**src/rtl/regs_wb_pkg.sv**
```systemverilog
// Shared constants, entry type and lane helpers for the register write-back scheduler.
package regs_wb_pkg;

  localparam int REG_ADDR_W   = 3;
  localparam int REG_DATA_W   = 16;
  localparam int WB_IN_LANES  = 4;
  localparam int WB_OUT_LANES = 2;

  typedef struct packed {
    logic [REG_ADDR_W-1:0] addr;
    logic [REG_DATA_W-1:0] data;
  } wb_entry_t;

  // Number of leading ones from bit 0; anything past the first zero is ignored.
  function automatic logic [2:0] lead_ones(input logic [WB_IN_LANES-1:0] v);
    logic [2:0] n;
    logic       run;
    n   = '0;
    run = 1'b1;
    for (int k = 0; k < WB_IN_LANES; k++) begin
      if (run && v[k]) n = n + 3'd1;
      else run = 1'b0;
    end
    return n;
  endfunction

endpackage

```
**src/rtl/regs_wb_fifo.sv**
```systemverilog
// Multi-write / multi-read circular buffer: IN_N packed pushes and OUT_N pops per cycle.
// Pushed words must be packed from lane 0; storage itself is never reset.
module regs_wb_fifo
  import regs_wb_pkg::*;
#(
  parameter  int DEPTH = 8,
  parameter  int W     = REG_ADDR_W + REG_DATA_W,
  parameter  int IN_N  = WB_IN_LANES,
  parameter  int OUT_N = WB_OUT_LANES,
  localparam int PTR_W = $clog2(DEPTH),
  localparam int CNT_W = PTR_W + 1,
  localparam int IN_W  = $clog2(IN_N + 1),
  localparam int OUT_W = $clog2(OUT_N + 1)
) (
  input  logic               clk,
  input  logic               reset,
  input  logic [IN_W-1:0]    push_n,
  input  logic [IN_N*W-1:0]  push_data,
  input  logic [OUT_W-1:0]   pop_n,
  output logic [OUT_N*W-1:0] head_data,
  output logic [CNT_W-1:0]   count
);

  logic [W-1:0]     mem_q [DEPTH];
  logic [PTR_W-1:0] head_q, head_d;
  logic [PTR_W-1:0] tail_q, tail_d;
  logic [CNT_W-1:0] count_q, count_d;

  always_comb begin
    head_d  = head_q + PTR_W'(pop_n);
    tail_d  = tail_q + PTR_W'(push_n);
    count_d = count_q + CNT_W'(push_n) - CNT_W'(pop_n);
  end

  always_ff @(posedge clk) begin
    if (reset) begin
      head_q  <= '0;
      tail_q  <= '0;
      count_q <= '0;
    end else begin
      head_q  <= head_d;
      tail_q  <= tail_d;
      count_q <= count_d;
    end
  end

  always_ff @(posedge clk) begin
    for (int k = 0; k < IN_N; k++) begin
      if (IN_W'(k) < push_n) mem_q[tail_q + PTR_W'(k)] <= push_data[k*W +: W];
    end
  end

  always_comb begin
    head_data = '0;
    for (int j = 0; j < OUT_N; j++) begin
      head_data[j*W +: W] = mem_q[head_q + PTR_W'(j)];
    end
  end

  assign count = count_q;

endmodule

```
**src/rtl/regs_wb_sched.sv**
```systemverilog
// Write-back scheduler: buffers up to 4 in-order commits per cycle, drains 2 per cycle to the regfile.
// Optional cut-through from input lanes to write ports on an empty queue: REGS_WB_BYPASS_EN.
module regs_wb_sched
  import regs_wb_pkg::*;
#(
  parameter  int DEPTH  = 8,
  parameter  int DATA_W = REG_DATA_W,
  parameter  int ADDR_W = REG_ADDR_W,
  localparam int CNT_W  = $clog2(DEPTH) + 1
) (
  input  logic                            clk,
  input  logic                            reset,
  input  logic [WB_IN_LANES-1:0]          in_valid,
  input  logic [WB_IN_LANES*ADDR_W-1:0]   in_waddr,
  input  logic [WB_IN_LANES*DATA_W-1:0]   in_wdata,
  output logic                            in_ready,
  output logic                            wen0,
  output logic [ADDR_W-1:0]               waddr0,
  output logic [DATA_W-1:0]               wdata0,
  output logic                            wen1,
  output logic [ADDR_W-1:0]               waddr1,
  output logic [DATA_W-1:0]               wdata1,
  output logic [CNT_W-1:0]                count,
  output logic                            idle
);

  localparam int W = ADDR_W + DATA_W;

  logic [WB_IN_LANES*W-1:0]  lanes;
  logic [WB_OUT_LANES*W-1:0] head_data;
  logic [CNT_W-1:0]          count_w;
  logic [2:0]                n_in, n_acc, push_n;
  logic [1:0]                pop_n;
  logic                      accept;
  logic [WB_IN_LANES*W-1:0]  push_data;
  logic                      en0, en1;
  logic [W-1:0]              src0, src1;

  always_comb begin
    lanes = '0;
    for (int k = 0; k < WB_IN_LANES; k++) begin
      lanes[k*W +: W] = {in_waddr[k*ADDR_W +: ADDR_W], in_wdata[k*DATA_W +: DATA_W]};
    end
  end

  // Ready looks only at the registered count so the ROB never sees a loop through in_valid.
  assign in_ready = (count_w <= CNT_W'(DEPTH - WB_IN_LANES));
  assign n_in     = lead_ones(in_valid);
  assign accept   = in_ready & in_valid[0];
  assign n_acc    = accept ? n_in : 3'd0;

  always_comb begin
    if (count_w >= CNT_W'(2))  pop_n = 2'd2;
    else if (count_w != '0)    pop_n = 2'd1;
    else                       pop_n = 2'd0;
  end

  always_comb begin
    en0       = (pop_n != 2'd0);
    en1       = (pop_n == 2'd2);
    src0      = head_data[0 +: W];
    src1      = head_data[W +: W];
    push_n    = n_acc;
    push_data = lanes;
`ifdef REGS_WB_BYPASS_EN
    // Empty queue: the two oldest lanes go straight to the ports, the rest queue behind them.
    if (accept && (count_w == '0)) begin
      en0       = 1'b1;
      en1       = (n_acc >= 3'd2);
      src0      = lanes[0 +: W];
      src1      = lanes[W +: W];
      push_n    = (n_acc > 3'd2) ? (n_acc - 3'd2) : 3'd0;
      push_data = {{(2*W){1'b0}}, lanes[WB_IN_LANES*W-1:2*W]};
    end
`endif
    wen0   = en0;
    waddr0 = en0 ? src0[W-1:DATA_W] : '0;
    wdata0 = en0 ? src0[DATA_W-1:0] : '0;
    wen1   = en1;
    waddr1 = en1 ? src1[W-1:DATA_W] : '0;
    wdata1 = en1 ? src1[DATA_W-1:0] : '0;
  end

  regs_wb_fifo #(
    .DEPTH (DEPTH),
    .W     (W),
    .IN_N  (WB_IN_LANES),
    .OUT_N (WB_OUT_LANES)
  ) u_fifo (
    .clk       (clk),
    .reset     (reset),
    .push_n    (push_n),
    .push_data (push_data),
    .pop_n     (pop_n),
    .head_data (head_data),
    .count     (count_w)
  );

  assign count = count_w;
  assign idle  = (count_w == '0);

endmodule
```
**config.mk**
```make
export PLATFORM = sky130hd
export DESIGN_NAME = regs_wb_sched
export DESIGN_NICKNAME = d
export VERILOG_FILES = /design/src/rtl/regs_wb_pkg.sv /design/src/rtl/regs_wb_fifo.sv /design/src/rtl/regs_wb_sched.sv
export SDC_FILE = /design/constraint.sdc
export NUM_CORES = 1
export LEC_CHECK = 0
export BUFFER_PORTS_ARGS = -buffer_cell sky130_fd_sc_hd__buf_2
export CAP_MARGIN = 20
export CORE_MARGIN = 1
export CORE_UTILIZATION = 54
export CTS_CLUSTER_DIAMETER = 100
export DETAILED_ROUTE_END_ITERATION = 16
export PLACE_DENSITY = 0.74
export SLEW_MARGIN = 10
export SYNTH_ARGS = -nofsm -noshare
export SYNTH_HDL_FRONTEND = slang
export SYNTH_SLANG_ARGS = --single-unit
```
**constraint.sdc**
```tcl
create_clock -name clk -period 9.2 [get_ports clk]
set_input_delay 0.92 -clock clk [delete_from_list [all_inputs] [get_ports clk]]
set_output_delay 0.92 -clock clk [all_outputs]
set_load 0.01 [all_outputs]
```
== Yosys cells after proc, flatten, opt, wreduce, memory -nomap -nowiden ==
Memories as Yosys holds them, arrays and structs flattened. A register that Yosys moved wholly into a read port is not among the register bits.
Cells that the tools add are included.
Word-level totals
  bits in registers: 10
  RAM bits: 152
  logic and storage cells: 52
  memories: 1
Memories
  u_fifo.mem_q: depth 8, width 19, read ports 2, clocked after Yosys merged registers in 1, write ports 4, RTL line regs_wb_fifo.sv:24  | logic [W-1:0] mem_q [DEPTH];
Operators by class
  add/sub/neg operators: 11
  magnitude comparators: 6
  equal/unequal tests: 1
  muxes and demuxes: 23
  bitwise logic cells: 1
  reductions and logical operators: 6
Operators by type and width (count)
  $mux W16: 2
  $mux W3: 7
  $add A3 B1 Y3 const B: 5
  $mux W1: 13
  $add A3 B2 Y3 const B: 2
  $lt A1 B3 Y1 const A: 2
  $lt A2 B3 Y1 const A: 2
  $add A4 B3 Y4: 1
  $ge A4 B2 Y1 const B: 1
  $le A4 B3 Y1 const B: 1
  $logic_not A4 Y1: 1
  $reduce_bool A4 Y1: 1
  $sub A4 B2 Y4: 1
  $add A3 B2 Y3: 1
  $add A3 B3 Y3: 1
  $logic_and A1 B1 Y1: 3
  $eq A2 B2 Y1 const B: 1
  $mux W2: 1
  $reduce_bool A2 Y1: 1
  $and A1 B1 Y1: 1

== Logic depth before layout (Yosys ltp) ==
Gate-level depths: netlist of run 1.
  depth in word-level cells: 11
  depth in mapped cells: 13

== Modules after synthesis ==
Synthesis of run 1 repeated with hierarchy kept, for this count alone.
Second synthesis, totals
  cells, all modules: 1157
  area total of the unflattened synthesis: 12160.4 um^2
Modules (own cells, without submodules)
  regs_wb_fifo: times used 1, cells an instance 1095, area an instance 11691.2 um^2, sequential area each 4764.6 um^2
  regs_wb_sched: times used 1, cells an instance 62, area an instance 469.2 um^2, sequential area each 0.0 um^2

== Worst setup path before layout of run 1 ==
OpenSTA, ideal clock, no wires.
  path type: input port to flip-flop
  from: input port in_valid[1]
  to: memory u_fifo.mem_q[0][0] (netlist bit), enable pin
  arrival time: 3.474 ns
  data required time: 8.775 ns
  setup slack: 5.301 ns
  stages on the path: 7
  buffers on the path: 0
  cells stage by stage: nand2_2 inv_1 ha_1 nand3b_1 nor3b_1 or3_1 o31ai_1
RTL lines
  from (decl): RTL line regs_wb_sched.sv:13  | input logic [WB_IN_LANES-1:0] in_valid,
  to (decl): RTL line regs_wb_fifo.sv:24

== Worst setup path in the final report of run 1 ==
  from: register u_fifo.head_q[1]
  to: output port wdata1[2]
On the way
  cells in the longest elaborated chain, start to end: 3
Ends and longest elaborated chain
  from (decl): RTL line regs_wb_fifo.sv:25  | logic [PTR_W-1:0] head_q, head_d;
  from (signal assigned): RTL line regs_wb_fifo.sv:37  | head_q <= '0;
  from (signal assigned): RTL line regs_wb_fifo.sv:41  | head_q <= head_d;
  $add A3 B1 Y3: RTL line regs_wb_fifo.sv:56  | head_data[j*W +: W] = mem_q[head_q + PTR_W'(j)];
  $mem_v2 Z8 W19
  $mux W16: RTL line regs_wb_sched.sv:81  | wdata1 = en1 ? src1[DATA_W-1:0] : '0;
  to (decl): RTL line regs_wb_sched.sv:22  | output logic [DATA_W-1:0] wdata1,
Every way passes these cells.

==> results.rst, run 1 <==
.. list-table::
   :header-rows: 1

   * - Metric
     - Value
   * - Clock network latency to the later pin of the worst-skew pair
     - 450 ps
   * - Outcome
     - complete, no violations
   * - Clk slew on worst S/H paths
     - 80 ps
   * - Flip-flop and latch count after synthesis
     - 162
   * - Worst setup margin
     - 4670 ps
   * - Slack of the worst reg-to-reg path
     - 4990 ps
   * - # Post-CTS Setup Buffers
     - 0
   * - First DRT Iteration DRCs
     - 2546
   * - Final setup vio count
     - 0
   * - NumNets Final
     - 1569
   * - Post-detailed-placement half-perimeter wirelength
     - 37400 um
   * - Main synth FF type
     - sky130_fd_sc_hd__edfxtp_1
   * - Worst EP arrival
     - 3610 ps
   * - Number of distinct library cells after synthesis
     - 51
   * - Nature of the critical path startpoint
     - flop
   * - Final sum of negative setup slack
     - 0 ps
   * - GRT Overall Usage
     - 0.451
   * - Post-synthesis sequential area ratio
     - 0.365
   * - Unrepaired setup endpoints after global routing
     - false
   * - Number of failing hold endpoints at the final stage
     - 0
   * - TritonCTS clock tree
     - built
   * - Reported leakage power
     - 5.09 nW
   * - Number of global-route vias before repair
     - 11214
   * - # clock sinks
     - 162
   * - Number of antenna violations at the first check in global routing
     - 2
   * - Largest fanout on the critical path
     - 40
   * - Number of placed I/O pins
     - 128
   * - Layout Area Growth over Synthesis
     - 10.1%
   * - Net count after synthesis
     - 1543
   * - Via total after detailed routing
     - 13171
   * - Power density over the cells
     - 240 nW/um2
   * - Number of max-slew violations in the final report
     - 0
   * - Most frequent standard cell in the layout excluding fill and tap cells
     - sky130_fd_sc_hd__o21ai_0
   * - Highest-count cells in the layout ignoring fill and taps
     - sky130_fd_sc_hd__o21ai_0 (237), sky130_fd_sc_hd__nand2_1 (208), sky130_fd_sc_hd__edfxtp_1 (152)
   * - # H-tree levels
     - 4
   * - Resized Gates After CTS
     - 0
   * - Slew HR
     - 0.201
   * - Total congestion overflow after global routing
     - 0
   * - Post-synth EDFFs
     - 152
   * - Hold Path Cell Cnt
     - 2
   * - Total of hold buffers inserted after clock tree synthesis
     - 0
   * - Effective utilization at floorplan
     - 0.553
   * - Total placed instance area
     - 13800 um2
   * - Core area
     - 23600 um2
   * - Detailed-route DRC error count
     - 0
   * - Number of CTS-inserted buffers
     - 17
   * - Worst slack after detailed placement
     - 4750 ps
   * - Actual transition at the worst max-transition pin
     - 1200 ps
   * - Cell count of the worst reg-to-reg path
     - 8
   * - Routability-driven placement congestion ratio
     - 0.985
   * - Largest vdd supply drop
     - 259 uV
   * - Antenna diode instance count
     - 0
   * - Endpoint required time on the critical path
     - 8280 ps
   * - Wire length of the first global-routing pass
     - 78900 um
   * - Hold path startpoint
     - reset
   * - Max Clock Skew
     - 11.6 ps
   * - Max frequency
     - 221 MHz
   * - Average footprint of a synthesized cell
     - 9.03 um2
   * - Post-synthesis instance area
     - 13100 um2
   * - CTS root buffer
     - sky130_fd_sc_hd__clkbuf_16
   * - Critical path class
     - flop to primary output
   * - Number of vias per cell
     - 7.30
   * - Summed area of non-filler cells in the final layout
     - 14400 um2
   * - Full die area
     - 24800 um2
   * - Routed wire per std cell
     - 30.6 um
   * - FFs w/ async S/R, synth
     - 0
   * - Total Wirelength
     - 55200 um
   * - IO Port Bufs
     - 127
   * - Number of nets with antenna violations after detailed routing
     - 0
   * - Crit share post-route
     - 0.492
   * - Crit Reg-Reg Startpoint
     - u_fifo.tail_q[0]
   * - End of the worst register-to-register path
     - u_fifo.mem_q[0][16]
   * - Post-Synthesis Cells
     - 1446
   * - Hold/Removal Path Class
     - input port to flop
   * - Floorplan die width
     - 158 um
   * - Hold path endpoint
     - u_fifo.count[1]
   * - Yosys warning count
     - 0
   * - Share of cells above drive strength 1
     - 0.201
   * - Minimum period implied by the final worst setup slack
     - 4530 ps
   * - Element type at the critical path end
     - primary output
   * - Vertical die dimension
     - 158 um
   * - Max-cap violations
     - 0
   * - Buffer depth of the longest clock path
     - 2
   * - Num rows
     - 56
   * - 1st-pass router iterations
     - 8
   * - Largest net degree at the start of global routing
     - 75
-- registers in the layout, indices dropped and copies added, names as in the netlist --
register and count:
u_fifo.count 4, u_fifo.mem_q 152, u_fifo.head_q 3, u_fifo.tail_q 3
-- logic make-up after synthesis --
| logic type | synth area share |
|---|---|
| multiplexers | 0.146 |
| AND/OR/NAND/NOR | 0.191 |
| AO/OA/AOI/OAI | 0.219 |
| XOR/XNOR | 0.00862 |
| flip-flops | 0.365 |
| buffers and inverters | 0.0540 |
| adder cells (fa/ha/maj) | 0.0167 |
-- cell usage after synthesis (all sizes together) (5+ instances only) --
library cell | n | area, um2
nand2 | 212 | 806
xnor2 | 8 | 77.6
nor2b | 6 | 37.5
ha | 11 | 138
edfxtp | 152 | 4560
nor3 | 8 | 55.1
a221oi | 14 | 129
buf | 58 | 287
mux4 | 76 | 1710
a211oi | 94 | 706
and3 | 138 | 863
nand4 | 10 | 62.6
nand3 | 49 | 245
o21ai | 312 | 1570
dfxtp | 10 | 200
nor2 | 65 | 262
a21boi | 18 | 135
and4 | 5 | 43.8
mux2i | 19 | 190
o31ai | 21 | 158
clkbuf | 92 | 348
inv | 19 | 71.3
a21oi | 20 | 100
-- stage by stage --
stage,util,power [mW],hold WS (ps),cells
2_1_floorplan,-,2.11,573,1446
3_3_place_gp,0.583,2.65,802,1771
3_5_place_dp,0.584,2.70,838,1772
4_1_cts,0.609,3.42,818,1804
5_1_grt,0.609,3.61,845,1804
6_report,0.609,3.46,822,1804
-- layer usage --
layer | GRT usage | vias to the layer above | part of all wire | routed length (um)
li1 | - | 5550 | - | -
met1 | 0.665 | 6241 | 0.39 | 21700
met2 | 0.621 | 1245 | 0.41 | 22500
met3 | 0.188 | 131 | 0.18 | 9860
met4 | 0.0758 | 4 | 0.021 | 1140
met5 | 0 | - | 0.00078 | 43
-- layout make-up --
cell class                 instances  area [um2]
multi-input combinational       1115        7670
timing repair buffer             157         868
clock inverter                    14         156
clock buffer                      18         439
inverter                          19        71.3
tap                              319         399
fill                            2028        9230
sequential                       162        4770
-- worst max-delay path, cell delays in order, from the launching register on --
cell and delay [ps]:
sky130_fd_sc_hd__dfxtp_2 1080, sky130_fd_sc_hd__ha_2 640, sky130_fd_sc_hd__buf_4 510, sky130_fd_sc_hd__mux4_2 580, sky130_fd_sc_hd__nand2_1 100, sky130_fd_sc_hd__a21oi_1 60
sky130_fd_sc_hd__buf_2 160
-- worst max path at each step --
stage                           from             endpoint  slack [ps]  cells past startpoint
finish              u_fifo.head_q[1]            wdata1[2]        4670                      6
global route        u_fifo.head_q[1]            wdata1[8]        4400                      6
detailed placement       in_valid[0]  u_fifo.mem_q[4][11]        4750                     10
floorplan                in_valid[1]   u_fifo.mem_q[0][0]        5300                      7
global placement         in_valid[0]  u_fifo.mem_q[0][14]        4830                     11
CTS                 u_fifo.head_q[1]            wdata1[2]        4640                      6
-- power by group --
group          total (mW)  leakage [nW]  internal [mW]  switching [mW]
Combinational        1.68          3.34          0.683           0.996
Clock               0.741         0.290          0.372           0.369
Sequential           1.04          1.46          0.920           0.117
Total                3.46          5.09           1.98            1.48
Note: power is estimated with default switching activity, not from simulation.
==> run 2: changes to the inputs <==
==> constraint.sdc (replaced) <==
create_clock -name clk -period 4.55 [get_ports clk]
set_input_delay 0.455 -clock clk [delete_from_list [all_inputs] [get_ports clk]]
set_output_delay 0.455 -clock clk [all_outputs]
set_load 0.01 [all_outputs]
==> run 2 against run 1 <==
- non-clock buffer count rose by 36
- worst hold slack worse by 440 ps
- die area stayed put
==> results.rst, run 2 (synthesized netlist as in run 1, its figures left out) <==
.. list-table::
   :header-rows: 1

   * - Metric
     - Value
   * - CTS root buffer
     - sky130_fd_sc_hd__clkbuf_16
   * - Instance count after placement with tap cells included
     - 1807
   * - Max-cap violations
     - 0
   * - Final setup vio count
     - 0
   * - Max Clock Skew
     - 25.3 ps
   * - Largest net degree at the start of global routing
     - 56
   * - Total Wirelength
     - 56800 um
   * - Total placed instance area
     - 14000 um2
   * - Clock network latency to the later pin of the worst-skew pair
     - 450 ps
   * - Share of cells above drive strength 1
     - 0.220
   * - Endpoint required time on the critical path
     - 4730 ps
   * - Power density over the cells
     - 485 nW/um2
   * - Outcome
     - complete, no violations
   * - Via total after detailed routing
     - 13447
   * - IO Port Bufs
     - 127
   * - Floorplan die width
     - 158 um
   * - Detailed-route DRC error count
     - 0
   * - # clock sinks
     - 162
   * - Final standard cell count with taps included and fillers excluded
     - 1840
   * - Unrepaired setup endpoints after global routing
     - false
   * - Max frequency
     - 270 MHz
   * - Number of failing hold endpoints at the final stage
     - 0
   * - Wire length of the first global-routing pass
     - 81000 um
   * - Effective utilization at floorplan
     - 0.553
   * - Most flops, register
     - u_fifo.mem_q
   * - Number of flip-flops under the largest register name
     - 152
   * - Highest-count cells in the layout ignoring fill and taps
     - sky130_fd_sc_hd__o21ai_0 (237), sky130_fd_sc_hd__nand2_1 (208), sky130_fd_sc_hd__edfxtp_1 (152)
   * - Post-detailed-placement half-perimeter wirelength
     - 40100 um
   * - NumNets Final
     - 1605
   * - Number of CTS-inserted buffers
     - 17
   * - # H-tree levels
     - 4
   * - GRT Overall Usage
     - 0.464
   * - Element type at the critical path end
     - flop
   * - Full die area
     - 24800 um2
   * - Num rows
     - 56
   * - Number of max-slew violations in the final report
     - 0
   * - Number of vias per cell
     - 7.31
   * - Most frequent standard cell in the layout excluding fill and tap cells
     - sky130_fd_sc_hd__o21ai_0
   * - Largest fanout on the critical path
     - 19
   * - 1st-pass router iterations
     - 6
   * - Crit share post-route
     - 0.815
   * - Vertical die dimension
     - 158 um
   * - Slew HR
     - 0.223
   * - Reported leakage power
     - 5.29 nW
   * - First DRT Iteration DRCs
     - 2698
   * - Core area
     - 23600 um2
   * - Number of antenna violations at the first check in global routing
     - 6
   * - Critical path class
     - flop to flop
   * - Layout Area Growth over Synthesis
     - 12.5%
   * - Summed area of non-filler cells in the final layout
     - 14700 um2
   * - Worst EP arrival
     - 3890 ps
   * - Clk slew on worst S/H paths
     - 90 ps
   * - Number of placed I/O pins
     - 128
   * - Minimum period implied by the final worst setup slack
     - 3710 ps
   * - Buffer depth of the longest clock path
     - 2
   * - Actual transition at the worst max-transition pin
     - 1160 ps
   * - TritonCTS clock tree
     - built
   * - Final sum of negative setup slack
     - 0 ps
   * - Largest vdd supply drop
     - 598 uV
   * - # Post-CTS Setup Buffers
     - 0
   * - Resized Gates After CTS
     - 0
   * - Number of nets with antenna violations after detailed routing
     - 0
   * - Nature of the critical path startpoint
     - flop
   * - Routability-driven placement congestion ratio
     - 1.05
   * - Total congestion overflow after global routing
     - 0
   * - Antenna diode instance count
     - 0
   * - Total of hold buffers inserted after clock tree synthesis
     - 0
   * - Number of global-route vias before repair
     - 11855
   * - Routed wire per std cell
     - 30.8 um
   * - Hold/Removal Path Class
     - input port to flop
## run 2: cell types whose count changed in the layout (fill, tap and decap cells not counted), sizes merged
| cell | change |
|---|---|
| buf | +35 |
| inv | -1 |
| bufinv | +2 |
| clkinv | -1 |
| clkbuf | +1 |
## run 2: worst max-delay path: stages, from the launching register on
cell and delay (ps):
sky130_fd_sc_hd__dfxtp_1 630, sky130_fd_sc_hd__inv_1 160, sky130_fd_sc_hd__ha_1 470, sky130_fd_sc_hd__inv_1 160
sky130_fd_sc_hd__nor3_1 550, sky130_fd_sc_hd__and3_1 1020, sky130_fd_sc_hd__nand2_1 110, sky130_fd_sc_hd__o21ai_1 300
## run 2: per-stage QoR
stage / hold slack [ps] / utilization / power [mW] / worst slack, ps
after CTS: 369 / 0.621 / 7.00 / 992
after global placement: 760 / 0.593 / 5.40 / 1070
after detailed placement: 781 / 0.595 / 5.47 / 1030
final: 384 / 0.622 / 7.12 / 841
after floorplan: 573 / - / 4.26 / 1120
after global routing: 403 / 0.622 / 7.44 / 711
## run 2: final cells by class
cell class	instances	area [um2]
fill	2009	8930
multi-input combinational	1115	7650
sequential	162	4770
timing repair buffer	193	1180
clock buffer	18	429
tap	319	399
clock inverter	14	189
inverter	19	71.3
## run 2: power by group
group / total [mW] / leakage (nW) / switching (mW) / internal (mW)
clock network: 1.55 / 0.299 / 0.712 / 0.841
registers: 2.06 / 1.46 / 0.199 / 1.86
logic: 3.51 / 3.52 / 2.07 / 1.44
total: 7.12 / 5.29 / 2.98 / 4.14
## run 2: final timing paths
check	from	end	slack [ps]	depth (start not counted)
hold reg to reg	u_fifo.head_q[2]	u_fifo.head_q[2]	800	2
setup / recovery	u_fifo.tail_q[0]	u_fifo.mem_q[4][9]	840	7
setup reg to reg	u_fifo.tail_q[0]	u_fifo.mem_q[4][9]	840	7
hold / removal	reset	u_fifo.count[2]	380	2
## run 2: metal layers
layer  vias up  global-route usage  share of wire
met3       190               0.213           0.18
met1      6380               0.643           0.38
met2      1244               0.640           0.40
met4        10               0.141          0.035
met5         -                   0         0.0012
li1       5623                   -              -
